`config.mk`:
```
export PLATFORM = sky130hd
export DESIGN_NAME = dispatch_queue
export DESIGN_NICKNAME = d
export VERILOG_FILES = /design/src/rtl/dispatch_queue.sv
export SDC_FILE = /design/constraint.sdc
export NUM_CORES = 1
export LEC_CHECK = 0
export CORE_ASPECT_RATIO = 1.25
export CORE_MARGIN = 2
export CORE_UTILIZATION = 56
export CTS_BUF_LIST = sky130_fd_sc_hd__clkbuf_8
export DETAILED_ROUTE_END_ITERATION = 8
export PLACE_DENSITY_LB_ADDON = 0.15
export SYNTH_ARGS = -nofsm -noshare
export SYNTH_HDL_FRONTEND = slang
export SYNTH_SLANG_ARGS = --single-unit
```
`constraint.sdc`:
```
create_clock -name i_clk -period 2.4 [get_ports i_clk]
set_input_delay 0.24 -clock i_clk [delete_from_list [all_inputs] [get_ports i_clk]]
set_output_delay 0.24 -clock i_clk [all_outputs]
set_load 0.05 [all_outputs]
```
`src/rtl/dispatch_queue.sv`:
```
// In-order dispatch queue between decode and the ROB dispatch port.
// Show-ahead FIFO: the head record is driven combinationally and is zeroed while invalid.
module dispatch_queue #(
  parameter int unsigned DEPTH = 4,
  parameter int unsigned TYP_W = 2,
  parameter int unsigned DST_W = 2,
  parameter int unsigned CNT_W = 3
) (
  input  logic             i_clk,
  input  logic             i_rstn,
  input  logic             i_flush,
  input  logic             i_dec_valid,
  input  logic [TYP_W-1:0] i_dec_typ,
  input  logic [DST_W-1:0] i_dec_dst,
  output logic             o_dec_ready,
  output logic             o_dq_valid,
  output logic [TYP_W-1:0] o_dq_typ,
  output logic [DST_W-1:0] o_dq_dst,
  input  logic             i_dq_busy,
  output logic [CNT_W-1:0] o_dq_count
);

  localparam int unsigned PTR_W = $clog2(DEPTH);

  typedef struct packed {
    logic [TYP_W-1:0] typ;
    logic [DST_W-1:0] dst;
  } rec_t;

  rec_t             mem [DEPTH];
  logic [PTR_W-1:0] wr_ptr;
  logic [PTR_W-1:0] rd_ptr;
  logic [CNT_W-1:0] count;
  logic             full;
  logic             empty;
  logic             push;
  logic             pop;
  rec_t             head;

  // A full queue refuses pushes even when a pop happens in the same cycle,
  // which keeps i_dq_busy out of the o_dec_ready path.
  assign full        = (count == CNT_W'(DEPTH));
  assign empty       = (count == '0);
  assign o_dec_ready = ~full & ~i_flush;
  assign o_dq_valid  = ~empty & ~i_flush;
  assign push        = i_dec_valid & o_dec_ready;
  assign pop         = o_dq_valid & ~i_dq_busy;
  assign head        = mem[rd_ptr];
  assign o_dq_typ    = o_dq_valid ? head.typ : '0;
  assign o_dq_dst    = o_dq_valid ? head.dst : '0;
  assign o_dq_count  = count;

  always_ff @(posedge i_clk or negedge i_rstn) begin
    if (!i_rstn) begin
      wr_ptr <= '0;
      rd_ptr <= '0;
      count  <= '0;
      for (int i = 0; i < int'(DEPTH); i++) begin
        mem[i] <= '0;
      end
    end else if (i_flush) begin
      wr_ptr <= '0;
      rd_ptr <= '0;
      count  <= '0;
    end else begin
      if (push) begin
        mem[wr_ptr] <= '{typ: i_dec_typ, dst: i_dec_dst};
        wr_ptr      <= wr_ptr + PTR_W'(1);
      end
      if (pop) begin
        rd_ptr <= rd_ptr + PTR_W'(1);
      end
      case ({push, pop})
        2'b10:   count <= count + CNT_W'(1);
        2'b01:   count <= count - CNT_W'(1);
        default: count <= count;
      endcase
    end
  end

endmodule
```
Word level (Yosys, flattened, before mapping)
Cells that the tools add are included.

operators by class
  reductions and logical operators = 6
  $add $sub $neg = 4
  $lt $le $gt $ge = 3
  eq/ne operators = 3
  bitwise gates (word level) = 10
  mux-type cells = 14

operators by type and width
  cell                                                                  count
  16-bit bitwise mux                                                    1
  2-bit 2-to-1 mux                                                      6
  4-bit 2-to-1 mux                                                      3
  4-bit binary-select mux with 2-bit select                             1
  4-bit demux with 2-bit select                                         1
  3-bit >= comparator, second input constant                            2
  2-bit NOT with 3-bit output                                           2
  3-bit case mux with 2 select lines                                    1
  2-bit by 1-bit adder with 2-bit output, second input constant         2
  1-bit AND                                                             4
  1-bit NOT                                                             4
  2-bit nonzero test                                                    2
  3-bit by 1-bit adder with 3-bit output, second input constant         1
  3-bit == test, second input constant                                  1
  3-bit zero test                                                       1
  3-bit by 1-bit < comparator with 1-bit output, second input constant  1
  3-bit 2-to-1 mux                                                      1
  3-bit nonzero test                                                    1
  3-bit by 1-bit subtractor with 3-bit output, second input constant    1
  2-bit by 1-bit == test with 1-bit output, second input constant       1
  2-bit == test, second input constant                                  1
  2-bit AND reduction                                                   1
  1-bit logical AND                                                     1

storage, ports and cells
  bits of input ports = 9
  output and inout bits = 9
  bits in registers = 23

Logic depth before layout (Yosys ltp)
  depth after elaboration = 7
  gate-level depth with buffers = 7
  gate-level depth less buffers = 6

Worst setup path after synthesis
No wires, ideal clock.

  path kind = register to output
  start = register count[0], in the netlist o_dq_count[0]
  end = output o_dq_dst[0]
  cell stages (with the launch flop) = 5
  data required time = 2.160 ns
  path slack = -0.246 ns
  arrival = 2.406 ns
  path through = dfrtp_1 > clkbuf_1 > nor3_1 > nor2_1 > and2_1

on the way
  longest elaborated chain between the ends = 4

ends and longest elaborated chain
  what                    line  source
  start, declared         33    logic [CNT_W-1:0] count;
  start signal, assigned  74    2'b10: count <= count + CNT_W'(1);
  start signal, assigned  75    2'b01: count <= count - CNT_W'(1);
  start signal, assigned  76    default: count <= count;
  3-bit zero test         43    assign empty = (count == '0);
  1-bit NOT               45    assign o_dq_valid = ~empty & ~i_flush;
  1-bit AND               45
  net o_dq_valid          16    output logic o_dq_valid,
  2-bit 2-to-1 mux        50    assign o_dq_dst = o_dq_valid ? head.dst : '0;
  end, declared           18    output logic [DST_W-1:0] o_dq_dst,

The timed path passes the listed nets, and every way through them passes these cells.

Final worst setup path
  start = register count[0], in the netlist o_dq_count[0]
  end = output o_dq_count[0]

RTL lines
  what           line  source
  end, declared  20    output logic [CNT_W-1:0] o_dq_count

No word-level cell between the ends.

==> summary by stage <==
Floorplan
The die outline area is 2783 um2. During I/O placement, the number of pins put on the boundary was 18. The starting density of the core is 0.5952. From left edge to right edge, the die measures 47.59 um. The floorplan step set the die height to roughly 58 um. The standard-cell row count is 19. The placeable core region is around 2200 um2.

Synthesis
The share of synthesized registers carrying an async set or reset is 1.000. For this run, the register share of the synthesized area comes to 0.4327. The simple logic cell fraction of the synthesized area is 0.1270.

The largest family of logic cells by synthesized area is multiplexers. The post-synthesis register bit count is 23. In this run, distinct cell masters in the synthesized netlist total 36. The post-synthesis compound-gate area fraction is 0.1119.

The most used flip-flop cell after synthesis is dfrtp_1. The post-synthesis share of cell area spent on xor and xnor gates is 0.006585. The synthesized cell area is roughly 1300 um2. The number of warnings printed during yosys synthesis is 0. The synthesized instance count is 116.

The synthesized area per cell is 11.47 um2. Of the post-synthesis cell area, the part taken by muxes is 0.2145. The total nets after synthesis is 130. Of the total synthesized cell area, the portion taken by full adders, half adders and majority gates is 0.05268. The number of synthesized flops with an enable pin is 0.

Detailed routing
The first detailed-routing pass took 4 iterations. The total routed wirelength is 2.607 mm. The count of vias placed by the detailed router is 952. The first routing iteration left 14 violations. For this run, design rule violations remaining after detail routing come to 0.

In the final routed layout, each cell accounts on average for 15.80 um. Using the TritonRoute via totals, the vias-per-cell ratio works out to 5.770. The detail route stage leaves a number of antenna-violating nets equal to 0.

Clocking
The number of buffers added to fix hold violations after cts is 0. The TritonCTS clock tree is yes. The number of clock sinks is 23. The number of buffers between clock root and the deepest sink is 2.

The TritonCTS buffer count is 3. The root buffer cell is clkbuf_8. After clock tree synthesis, the setup repair step added 0 buffers. Gates resized during post-CTS repair numbered 0. The later pin in the worst-skew pair is clocked with a latency of 260 ps. The number of levels the H-tree was split into is 1. After clock tree synthesis, the clock-pin slew on the worst setup and hold paths is 80 ps.

Timing
The total negative slack for setup checks is 0 ps. The total count of max-transition violations in the final report was 0. Setup repair after global routing left no endpoint under its margin. The maximum clock skew at final layout is 1.610 ps. Setup violations remaining at the end of the flow were counted as 0. The final hold violation count is 0.

Of the available clock period, the critical path in the final layout requires 0.8140. The relative max-transition margin is 0.6645. At the pin with the least slew margin, the transition time is 501.6 ps. Based on the critical path, the design can be clocked at up to around 510 MHz. The worst path needs 1954 ps of the cycle, external delays included.

Run
Across the run, the number of max-cap violations was 0.

Setup path
The startpoint class of the critical path is a register. The worst register-to-register path begins at o_dq_count[2]$_DFFE_PN0P_. At the worst endpoint, the arrival time is 1710 ps. The number of cells on the worst reg-to-reg path is 6. At the worst endpoint, the required time is 2160 ps. The critical path start-end classification is register to output pin. Of all nets on the critical path, the largest fanout is 7.

The worst register-to-register path ends at o_dq_count[1]$_DFFE_PN0P_. In this run the register-to-register setup slack is approximately 450 ps. STA classifies the critical path endpoint as an output pin.

Pwr
For this design the ratio of total power to cell area is around 770 nW/um2. For this design the static power due to leakage is 0.6926 nW. The total chip power is 1.255 mW. IR analysis of the VDD net gives a maximum drop of 0.0006756 V.

Final layout
The number of antenna repair diodes is 0. The relative area change from synthesis to final layout is 22.11%. The final layout contains roughly 150 nets. Of the cells placed in the final design, the portion with a size suffix greater than 1 is 0.2836. Counting the fill cells in the layout gives 175.

Hold path
The worst hold path belongs to the class input pin to async pin.

Global route
The pin count of the biggest net entering global routing is 24. The wire length of the first global-routing pass is between 4 and 5 mm. The via count of the first global-routing pass is 951. After global routing the overflow that remains totals 0. The number of antenna violations at the first check in global routing is 0.

The total routing usage reported by global routing is 0.2160.

Placement
The count of port buffers added during placement is 17. Routability-driven placement finished with a final weighted congestion of 0.7501. The detailed placement HPWL is 1.908 mm.

Status
The flow ran to the end, and the final reports show no timing, DRC or antenna violations.
==> metal layers <==
metal  wire, um  vias to the layer above  share of wire  track usage
met5          0                        -              0            0
met4         59                        0          0.023       0.1042
li1           -                      460              -            -
met1       1138                      470           0.44       0.2546
met3         70                        6          0.027      0.03681
met2       1339                       16           0.51       0.3668
==> registers in the layout, summed over array words and instances (netlist names) <==
signal,cells
rd_ptr,2
o_dq_count,3
wr_ptr,2
mem,16
==> worst max path at each step <==
| stage | from | endpoint | slack (ps) | cells after the start |
|---|---|---|---|---|
| floorplan | o_dq_count[0]$_DFFE_PN0P_ | o_dq_dst[0] | 30 | 4 |
| global placement | i_flush | o_dq_count[1]$_DFFE_PN0P_ | 400 | 6 |
| detailed placement | i_flush | o_dq_count[1]$_DFFE_PN0P_ | 330 | 6 |
| CTS | o_dq_count[2]$_DFFE_PN0P_ | o_dq_count[2]$_DFFE_PN0P_ | 430 | 5 |
| global route | o_dq_count[2]$_DFFE_PN0P_ | o_dq_count[1]$_DFFE_PN0P_ | 340 | 6 |
| finish | o_dq_count[0]$_DFFE_PN0P_ | o_dq_count[0] | 450 | 2 |
==> cells by family after synthesis <==
family,count (synthesis)
multiplexers,20
XOR/XNOR,1
AO/OA/AOI/OAI,22
AND/OR/NAND/NOR,29
buffers and inverters,16
flip-flops,23
adder cells (fa/ha/maj),5
==> synthesized netlist by cell type, drive strengths merged (3+ instances only) <==
| cell | n | share of area |
|---|---|---|
| and2 | 4 | 0.019 |
| mux2 | 16 | 0.15 |
| clkbuf | 7 | 0.020 |
| mux4 | 4 | 0.068 |
| buf | 3 | 0.018 |
| dfrtp | 23 | 0.43 |
| o311ai | 3 | 0.020 |
| nor2 | 6 | 0.017 |
| nand3 | 6 | 0.023 |
| o21ai | 4 | 0.015 |
| ha | 4 | 0.038 |
| a21oi | 6 | 0.023 |
| inv | 6 | 0.017 |
==> power by group <==
group	leakage (nW)	internal [mW]	switching (mW)
sequential	0.294	0.483	0.0690
clock	0.0269	0.114	0.117
combinational	0.371	0.251	0.221
==> worst max-delay path, cell delays in order (launching register included) <==
cell and delay, ps:
dfrtp_1 460, buf_4 190, clkdlybuf4s50_1 800
==> placed cells by master (no fill, tap or decap), drive strengths merged, types with 3 or more instances in the layout <==
| master | Yosys | final |
|---|---|---|
| buf | 3 | 13 |
| mux2 | 16 | 16 |
| clkbuf | 7 | 3 |
| o311ai | 3 | 3 |
| nor2 | 6 | 6 |
| o21ai | 4 | 4 |
| nand3 | 6 | 6 |
| ha | 4 | 4 |
| a21oi | 6 | 6 |
| and2 | 4 | 4 |
| mux4 | 4 | 4 |
| inv | 6 | 7 |
| clkdlybuf4s50 | 0 | 11 |
| dfrtp | 23 | 23 |
==> metrics by stage <==
step,utilization,cells,instance area (um2),hold slack (ps),worst slack (ps)
after CTS,0.7268,165,1624,337.7,429.9
after detailed placement,0.7066,161,1579,493.7,325.9
final,0.7268,165,1624,328.9,446.3
after floorplan,-,116,1333,-55.59,27.58
after global routing,0.7268,165,1624,348.4,341.6
after global placement,0.7066,161,1579,483.4,398.4
==> layout make-up <==
class	instances	area [um2]	share of cell area
clock inverters	1	3.754	0.002311
well taps	31	38.79	0.02388
flip-flops and latches	23	575.6	0.3544
inverters	6	22.52	0.01387
clock buffers	3	41.29	0.02542
repair buffers	24	257.7	0.1587
multi-input cells	77	684.4	0.4214
(Power assumes the default switching activity.)
